[src/rtl/mem_access_stage.sv]
// EX/MEM pipeline register and load/store unit: captures EX results, runs a req/ack
// data-memory access, formats store/load data and stalls upstream while busy.
module mem_access_stage #(
  parameter int TIMEOUT = 64
) (
  input  logic        clk,
  input  logic        rst,
  input  logic        ex_mem_read,
  input  logic        ex_mem_write,
  input  logic [1:0]  ex_length,
  input  logic        ex_sign,
  input  logic [31:0] ex_alu_result,
  input  logic [31:0] ex_store_data,
  input  logic [4:0]  ex_write_reg,
  input  logic        ex_reg_write,
  input  logic        ex_mem_to_reg,
  output logic        dm_req,
  output logic        dm_we,
  output logic [31:0] dm_addr,
  output logic [3:0]  dm_be,
  output logic [31:0] dm_wdata,
  input  logic        dm_ack,
  input  logic [31:0] dm_rdata,
  output logic        mem_stall,
  output logic        wb_reg_write,
  output logic        wb_mem_to_reg,
  output logic [4:0]  wb_write_reg,
  output logic [31:0] wb_alu_result,
  output logic [31:0] wb_load_data,
  output logic        misalign_exc,
  output logic        bus_err
);
  localparam int CW = $clog2(TIMEOUT + 1);

  typedef enum logic {IDLE, ACCESS} state_t;
  state_t state, state_nxt;

  logic [31:0]   r_addr, r_data;
  logic [1:0]    r_len;
  logic          r_sign, r_read, r_write, r_rw, r_m2r;
  logic [4:0]    r_rd;
  logic [CW-1:0] cnt;

  logic       ex_mem_op, ex_misalign, cnt_expired;
  logic [1:0] off;
  logic [7:0] ld_byte;
  logic [15:0] ld_half;
  logic [31:0] ld_fmt;
  logic [3:0]  st_be;

  assign ex_mem_op   = ex_mem_read | ex_mem_write;
  assign ex_misalign = (ex_length == 2'd1 && ex_alu_result[0]) ||
                       (ex_length[1] && (|ex_alu_result[1:0]));
  assign cnt_expired = (cnt == CW'(TIMEOUT - 1));

  // FSM: state register
  always_ff @(negedge clk or posedge rst) begin
    if (rst) state <= IDLE;
    else     state <= state_nxt;
  end

  // FSM: next state
  always_comb begin
    state_nxt = state;
    case (state)
      IDLE:    if (ex_mem_op && !ex_misalign) state_nxt = ACCESS;
      ACCESS:  if (dm_ack || cnt_expired)     state_nxt = IDLE;
      default: state_nxt = IDLE;
    endcase
  end

  // FSM: outputs (async reset drops the request immediately)
  always_comb begin
    dm_req    = (state == ACCESS);
    mem_stall = (state == ACCESS);
  end

  // Store formatting from the captured operation
  assign off = r_addr[1:0];
  always_comb begin
    st_be    = 4'b1111;
    dm_wdata = r_data;
    case (r_len)
      2'd0: begin
        st_be    = 4'b0001 << off;
        dm_wdata = {4{r_data[7:0]}};
      end
      2'd1: begin
        st_be    = off[1] ? 4'b1100 : 4'b0011;
        dm_wdata = {2{r_data[15:0]}};
      end
      default: ;
    endcase
  end

  assign dm_we   = r_write;
  assign dm_addr = {r_addr[31:2], 2'b00};
  assign dm_be   = r_write ? st_be : 4'b0000;

  // Load lane select and extension
  assign ld_byte = dm_rdata[{off, 3'b000} +: 8];
  assign ld_half = off[1] ? dm_rdata[31:16] : dm_rdata[15:0];
  always_comb begin
    case (r_len)
      2'd0:    ld_fmt = {{24{r_sign & ld_byte[7]}}, ld_byte};
      2'd1:    ld_fmt = {{16{r_sign & ld_half[15]}}, ld_half};
      default: ld_fmt = dm_rdata;
    endcase
  end

  assign wb_alu_result = r_addr;
  assign wb_write_reg  = r_rd;
  assign wb_mem_to_reg = r_m2r;

  always_ff @(negedge clk or posedge rst) begin
    if (rst) begin
      r_addr       <= '0;
      r_data       <= '0;
      r_len        <= '0;
      r_sign       <= 1'b0;
      r_read       <= 1'b0;
      r_write      <= 1'b0;
      r_rw         <= 1'b0;
      r_m2r        <= 1'b0;
      r_rd         <= '0;
      cnt          <= '0;
      wb_reg_write <= 1'b0;
      wb_load_data <= '0;
      misalign_exc <= 1'b0;
      bus_err      <= 1'b0;
    end else begin
      misalign_exc <= 1'b0;
      bus_err      <= 1'b0;
      if (state == IDLE) begin
        r_addr  <= ex_alu_result;
        r_data  <= ex_store_data;
        r_len   <= ex_length;
        r_sign  <= ex_sign;
        r_read  <= ex_mem_read;
        r_write <= ex_mem_write;
        r_rw    <= ex_reg_write;
        r_m2r   <= ex_mem_to_reg;
        r_rd    <= ex_write_reg;
        cnt     <= '0;
        // memory ops retire later (or never, if misaligned): bubble now
        if (!ex_mem_op) begin
          wb_reg_write <= ex_reg_write && (|ex_write_reg);
        end else begin
          wb_reg_write <= 1'b0;
          misalign_exc <= ex_misalign;
        end
      end else begin
        wb_reg_write <= 1'b0;
        if (dm_ack) begin
          wb_load_data <= ld_fmt;
          // read+write is a store: never retires a load value
          wb_reg_write <= r_rw && (|r_rd) && !(r_read && r_write);
        end else if (cnt_expired) begin
          bus_err <= 1'b1;
        end else begin
          cnt <= cnt + CW'(1);
        end
      end
    end
  end
endmodule

[config.mk]
export PLATFORM = sky130hd
export DESIGN_NAME = mem_access_stage
export DESIGN_NICKNAME = d
export VERILOG_FILES = /design/src/rtl/mem_access_stage.sv
export SDC_FILE = /design/constraint.sdc
export NUM_CORES = 1
export LEC_CHECK = 0
export CORE_MARGIN = 2
export CORE_UTILIZATION = 46
export CTS_CLUSTER_DIAMETER = 200
export DETAILED_ROUTE_END_ITERATION = 7
export PLACE_DENSITY = 0.87
export SETUP_SLACK_MARGIN = 0.1
export SLEW_MARGIN = 10
export SYNTH_ARGS = -nofsm -noshare
export SYNTH_HDL_FRONTEND = slang
export SYNTH_SLANG_ARGS = --single-unit
[constraint.sdc]
create_clock -name clk -period 9.8 [get_ports clk]
set_clock_uncertainty 0.1 [all_clocks]
set_input_delay 1.96 -clock clk [delete_from_list [all_inputs] [get_ports clk]]
set_output_delay 1.96 -clock clk [all_outputs]
set_load 0.01 [all_outputs]
== After elaboration in Yosys (flattened, before gate mapping) ==
Cells that the tools add are included.
Storage, ports and cells
  word-level logic and storage cells: 64
  bits in registers: 119
  input bits: 111
  output and inout port bits: 144
Operators by class
  reductions and logical operators: 17
  equal/unequal tests: 5
  shifts and indexed selects: 2
  $add $sub $neg: 1
  muxes and demuxes: 20
  bitwise operators: 4
Operators with widths (number)
  $pmux W32 S2: 2
  $shiftx A32 B6 Y8: 1
  $mux W7: 3
  $mux W16: 1
  $mux W1: 10
  $reduce_or A5 Y1: 2
  $mux W4: 2
  $pmux W4 S2: 1
  $add A7 B1 Y7 const B: 1
  $eq A7 B6 Y1 const B: 1
  $logic_and A1 B1 Y1: 7
  $eq A2 B1 Y1 const B: 2
  $ne A2 B2 Y1 const B: 2
  $reduce_and A2 Y1: 2
  $shl A1 B2 Y4 const A: 1
  $and A1 B1 Y1: 2
  $logic_not A1 Y1: 2
  $logic_not A2 Y1: 1
  $logic_or A1 B1 Y1: 2
  $pmux W1 S2: 1
  $reduce_or A2 Y1: 1
  $not A1 Y1: 1
  $or A1 B1 Y1: 1

== Logic depth before layout (Yosys ltp) ==
Gate-level depths: netlist (run 1).
  depth after elaboration: 7
  gate-level depth with buffers: 6
  mapped depth without buffers: 4

==> results of run 1 <==
==> worst max path at each step <==
stage | from | to | slack, ns | cells past startpoint
floorplan | rst | bus_err | 1.49 | 1
global placement | r_len[0] | dm_wdata[9] | 0.98 | 4
detailed placement | r_len[0] | dm_wdata[11] | 0.90 | 4
CTS | r_len[0] | dm_wdata[11] | 0.49 | 4
global route | r_len[0] | dm_wdata[11] | 0.44 | 4
finish | r_len[0] | dm_wdata[11] | 0.52 | 4
==> routing by layer <==
layer / up-vias / wire length (µm) / global-route usage [%]
met3: 43 / 1530 / 7.95
met2: 290 / 8660 / 42.0
li1: 2229 / - / -
met5: - / 0 / 0
met4: 0 / 485 / 9.79
met1: 2421 / 7000 / 30.9
==> per-stage QoR <==
stage	area, µm²	power [µW]	cells	util (%)
6_report	8890	2150	901	70.5
5_1_grt	8890	2250	901	70.5
4_1_cts	8890	2160	901	70.5
3_5_place_dp	8290	1530	869	65.7
3_3_place_gp	8290	1510	869	65.7
2_1_floorplan	5970	1130	511	-
==> cell usage after synthesis, drive strengths merged (3+ instances only) <==
master  number
or4          3
clkbuf       8
o21ai       12
o211ai       8
mux2       100
mux2i       11
nand2       25
buf         68
and3b        8
a21oi       27
o22ai       16
a31oi       17
inv          4
nor2b        5
dfrtn      119
nand2b       3
o21a         3
nand4        7
nor3         4
nor2        30
a32oi        8
==> cell type report <==
type	count	area, µm²
repair buffers	262	2620
clock buffers	19	443
clock inverters	13	154
flip-flops and latches	119	2980
inverters	4	18.8
multi-input cells	312	2460
fillers	940	3730
well taps	172	215
==> critical path: cells and delay by family, from the launching register on <==
family / cells / cell delay, ns
and+or+nand+nor: 1 / 0.51
buffers and inverters: 2 / 0.68
muxes: 1 / 0.41
DFF: 1 / 0.34
==> cell usage in the layout (no fill, tap or decap), drive strengths merged, types with 2 or more instances in the layout <==
| cell type | synthesis | layout |
|---|---|---|
| bufinv | 0 | 3 |
| clkinvlp | 0 | 5 |
| mux2 | 100 | 100 |
| inv | 4 | 4 |
| clkbuf | 8 | 19 |
| a32oi | 8 | 8 |
| conb | 1 | 2 |
| nor2 | 30 | 30 |
| nor3 | 4 | 4 |
| nand2b | 3 | 3 |
| dfrtn | 119 | 119 |
| nand4 | 7 | 7 |
| clkdlybuf4s50 | 0 | 252 |
| buf | 68 | 10 |
| clkinv | 0 | 5 |
| nand4b | 2 | 2 |
| a311oi | 2 | 2 |
| or4 | 3 | 3 |
| and4b | 2 | 2 |
| nor2b | 5 | 5 |
| a21oi | 27 | 27 |
| a211oi | 2 | 2 |
| mux2i | 11 | 11 |
| o211ai | 8 | 8 |
| a31oi | 17 | 17 |
| o21ai | 12 | 12 |
| o22ai | 16 | 16 |
| and3b | 8 | 8 |
| nand2 | 25 | 25 |
| and2 | 2 | 2 |
| o21a | 3 | 3 |
==> kinds of logic (layout without fill, tap and decap cells) <==
logic type,after synthesis,count (layout)
other,1,2
muxes,111,111
and+or+nand+nor,97,97
buffers and inverters,80,298
adders and majority gates,1,1
AOI/OAI and AO/OA,101,101
DFF,119,119
==> report_power, final <==
part           internal (µW)  switching (µW)  leakage, µW
registers                624            94.8      0.00140
clock network            404             220     0.000285
logic                    464             341      0.00191
==> results.py, run 1 <==
metrics = {
    "floorplanning": {
        "core_um2": 12600,
        "die_w_um": 118,
        "die_h_um": 118,
        "num_rows": 41,
        "ios": 255,
        "die-area_um2": 13900,
        "start_util_pct": 47.2,
    },
    "worst_setup_path": {
        "worstSetupStartpointType": "register",
        "crit-reg2reg-launch": "dm_req",
        "crit_path_top_delay_cell": "nor2_2",
        "crit_path_end_kind": "primary output",
        "critPathMaxFanout": 10,
        "r2r_end": "wb_load_data[20]",
        "critPathArrivalTime_ns": 7.22,
        "ff2ff_path_depth": 4,
        "crit_chain": "buf_4, nor2_2, mux2_2, clkdlybuf4s50_1",
        "cp.required_ns": 7.74,
        "r2r_slack_ns": 6.88,
        "cpPeakStageDelay_ns": 0.51,
        "criticalPathCategory": "register to primary output",
    },
    "global_route": {
        "grt_pass1_vias": 5137,
        "track_usage_pct": 25.3,
        "grt_max_degree": 81,
        "antenna_found_initial": 0,
        "grt_pass1_wl_um": 27700,
        "grt_overflow": 0,
    },
    "outcome": {
        "status": "complete, no violations",
    },
    "worst_hold_path": {
        "min_from": "r_rw",
        "holdPathEnd": "r_rw",
        "holdPathStages": 2,
        "min_path_type": "register to register",
    },
    "sta": {
        "slew_viol_final": 0,
        "maxSlewHeadroom_pct": 35.9,
        "max_slew.worst_pin.slew_ns": 0.962,
        "setup_viol": 0,
        "final_hold_viol_count": 0,
        "holdWs_ns": 0.330,
        "worst_slack_ns": 0.522,
        "grt_setup_unrepaired": "no",
        "fin_tns_setup_ns": 0,
    },
    "synth": {
        "synth_cell_types": 46,
        "synth_fa_ha_area_share_pct": 0.210,
        "synth_edf_count": 0,
        "synth.mux.area_fraction_pct": 21.1,
        "yosys.area.top_type": "dfrtn_1",
        "yosys.area_share.simple_pct": 8.88,
        "async_reset_ff_share_pct": 100,
        "synth_top_family_by_area": "multiplexers",
        "synth.yosys.seq_area_share_pct": 50.0,
        "synth_top_area_share_pct": 50.0,
        "synth-seq-cells": 119,
        "netlist_top_cells_area": "dfrtn_1, mux2_2, buf_4, a21oi_1, a31oi_1",
        "synth-compound-area-share_pct": 11.0,
        "yosysWarnings": 0,
        "synth_cells": 510,
        "syn_avg_cell_area_um2": 11.7,
        "synth_flop_cell": "dfrtn_1",
        "synthXorXnorAreaFrac_pct": 0,
        "syn_area_um2": 5960,
    },
    "cts": {
        "cts.clk_slew.worst_paths_ns": 0.04,
        "htreeDepth": 4,
        "cts-root-buf": "clkbuf_16",
        "tritoncts": "done",
        "cts_resized": 0,
        "clock_sinks": 119,
        "clockBufferDepth": 2,
        "clk_latency_ns": 0.38,
        "cts_setup_buffers": 0,
        "numCtsBuffers": 17,
        "cts_hold_buf": 0,
    },
    "power": {
        "ir_drop_mv": 0.121,
        "p_per_area_nw_per_um2": 242,
        "leakagePower_uw": 0.00360,
    },
    "placement": {
        "numPortBuffers": 252,
        "place_congestion": 0.909,
        "dp_hpwl_um": 12800,
        "place_ws_ns": 0.905,
    },
    "routing": {
        "via_per_inst": 5.53,
        "initialDrtViolationCount": 521,
        "ant_nets": 0,
        "avgRoutedWirePerCell_um": 19.6,
        "dr.pass1.iters": 5,
        "drt-total-wl_um": 17700,
        "route.vias.total": 4983,
        "drc": 0,
    },
    "layout": {
        "drive_gt1_share_pct": 20.3,
        "syn_to_final_growth_pct": 49.2,
        "nets": 828,
        "num_antenna_cells": 0,
    },
    "flow_run": {
        "drv_cap": 0,
    },
}
Power figures use the tool's default switching activity.
==> inputs of run 2 (changes only) <==
Settings changed: SETUP_SLACK_MARGIN 0.1 to default.
==> results of run 2 <==
Same layout as run 1: the final DEF is identical, and so are final timing and power.
==> inputs of run 3 (changes only) <==
Settings changed: CORE_MARGIN 2 to 10, HOLD_SLACK_MARGIN from default to 0.15.
==> run 3 against run 2 <==
Sequential power about the same. Cell area up 0.21%. Combinational power up 2%. Largest cell class unchanged.
==> results.py, run 3 (same netlist as run 1, synthesis figures left out) <==
metrics = {
    "cts": {
        "clockBufferDepth": 2,
        "cts.clk_slew.worst_paths_ns": 0.04,
        "cts_resized": 0,
        "clock_sinks": 119,
        "cts-root-buf": "clkbuf_16",
        "numCtsBuffers": 17,
        "htreeDepth": 4,
        "cts_hold_buf": 0,
        "tritoncts": "done",
        "clk_latency_ns": 0.39,
        "cts_setup_buffers": 0,
    },
    "power": {
        "p_per_area_nw_per_um2": 250,
        "leakagePower_uw": 0.00362,
        "ir_drop_mv": 0.134,
    },
    "global_route": {
        "grt_pass1_wl_um": 31500,
        "track_usage_pct": 22.5,
        "grt_pass1_vias": 5510,
        "antenna_found_initial": 1,
        "grt_max_degree": 91,
        "grt_overflow": 0,
    },
    "routing": {
        "avgRoutedWirePerCell_um": 22.5,
        "dr.pass1.iters": 5,
        "initialDrtViolationCount": 414,
        "ant_nets": 0,
        "drt-total-wl_um": 20200,
        "route.vias.total": 5042,
        "via_per_inst": 5.60,
        "drc": 0,
    },
    "worst_setup_path": {
        "criticalPathCategory": "register to primary output",
        "critPathMaxFanout": 12,
        "crit_path_end_kind": "primary output",
        "r2r_slack_ns": 6.81,
        "cp.required_ns": 7.74,
        "worstSetupStartpointType": "register",
        "crit-reg2reg-launch": "dm_req",
        "crit_start": "r_len[0]",
        "critPathArrivalTime_ns": 7.38,
    },
    "floorplanning": {
        "num_rows": 41,
        "core_um2": 12700,
        "die_h_um": 134,
        "start_util_pct": 47.0,
        "die_w_um": 134,
        "ios": 255,
        "die-area_um2": 17900,
    },
    "sta": {
        "max_slew.worst_pin.slew_ns": 1.12,
        "grt_setup_unrepaired": "no",
        "fin_tns_setup_ns": 0,
        "maxSlewHeadroom_pct": 25.3,
        "final_hold_viol_count": 0,
        "slew_viol_final": 0,
        "setup_viol": 0,
    },
    "layout": {
        "syn_to_final_growth_pct": 49.5,
        "drive_gt1_share_pct": 19.9,
        "num_antenna_cells": 0,
        "layout_commonest_cell": "clkdlybuf4s50_1",
        "nets": 827,
        "fin_util_pct": 70.3,
        "fillers": 909,
        "final_cell_mix": "clkdlybuf4s50_1, dfrtn_1, mux2_2, nor2_1, a21oi_1",
    },
    "worst_hold_path": {
        "min_from": "r_rw",
        "min_path_type": "register to register",
    },
    "outcome": {
        "status": "complete, no violations",
    },
    "placement": {
        "numPortBuffers": 252,
        "dp_hpwl_um": 15000,
        "place_congestion": 0.907,
    },
    "flow_run": {
        "drv_cap": 0,
    },
}
==> run 3: area by class of cell <==
cell class / instances / area, µm² / area share [%]
clock buffer: 23 / 478 / 5.36
clock inverter: 9 / 170 / 1.91
inverter: 4 / 18.8 / 0.211
multi-input combinational: 312 / 2460 / 27.6
sequential: 119 / 2980 / 33.4
tap: 172 / 215 / 2.42
timing repair buffer: 261 / 2590 / 29.1
==> run 3: stage by stage <==
stage	setup WS, ns	total power, µW	std cells	hold WS [ns]	cell area [µm²]
floorplan	1.49	1130	511	0.303	5970
global placement	0.850	1520	868	0.320	8260
detailed placement	0.792	1550	868	0.332	8260
CTS	0.359	2250	900	0.334	8910
global route	0.263	2330	900	0.354	8910
finish	0.362	2230	900	0.326	8910
==> run 3: final timing paths <==
path,endpoint,depth (start not counted)
hold / removal,r_rw,2
setup / recovery,dm_wdata[10],3
min in group asynchronous,wb_alu_result[7],3
setup reg to reg,wb_load_data[17],5
hold reg to reg,r_rw,2
max in group asynchronous,bus_err,3
==> run 3: critical path, cell delays in order (launching register included) <==
cell and delay [ns]:
dfrtn_1 0.54, nor2_2 0.64, mux2_2 0.42, clkdlybuf4s50_1 0.49
==> run 3: routing by layer <==
metal	GRT usage, %	part of all wire (%)	up-vias
li1	-	-	2238
met1	24.7	38	2454
met2	36.8	48	300
met3	10.0	11	48
met4	10.4	2.9	2
met5	0	0.054	-
==> run 3: power breakdown <==
part / internal [µW] / switching (µW)
combinational: 462 / 360
clock: 469 / 217
sequential: 624 / 95.7
total: 1560 / 673
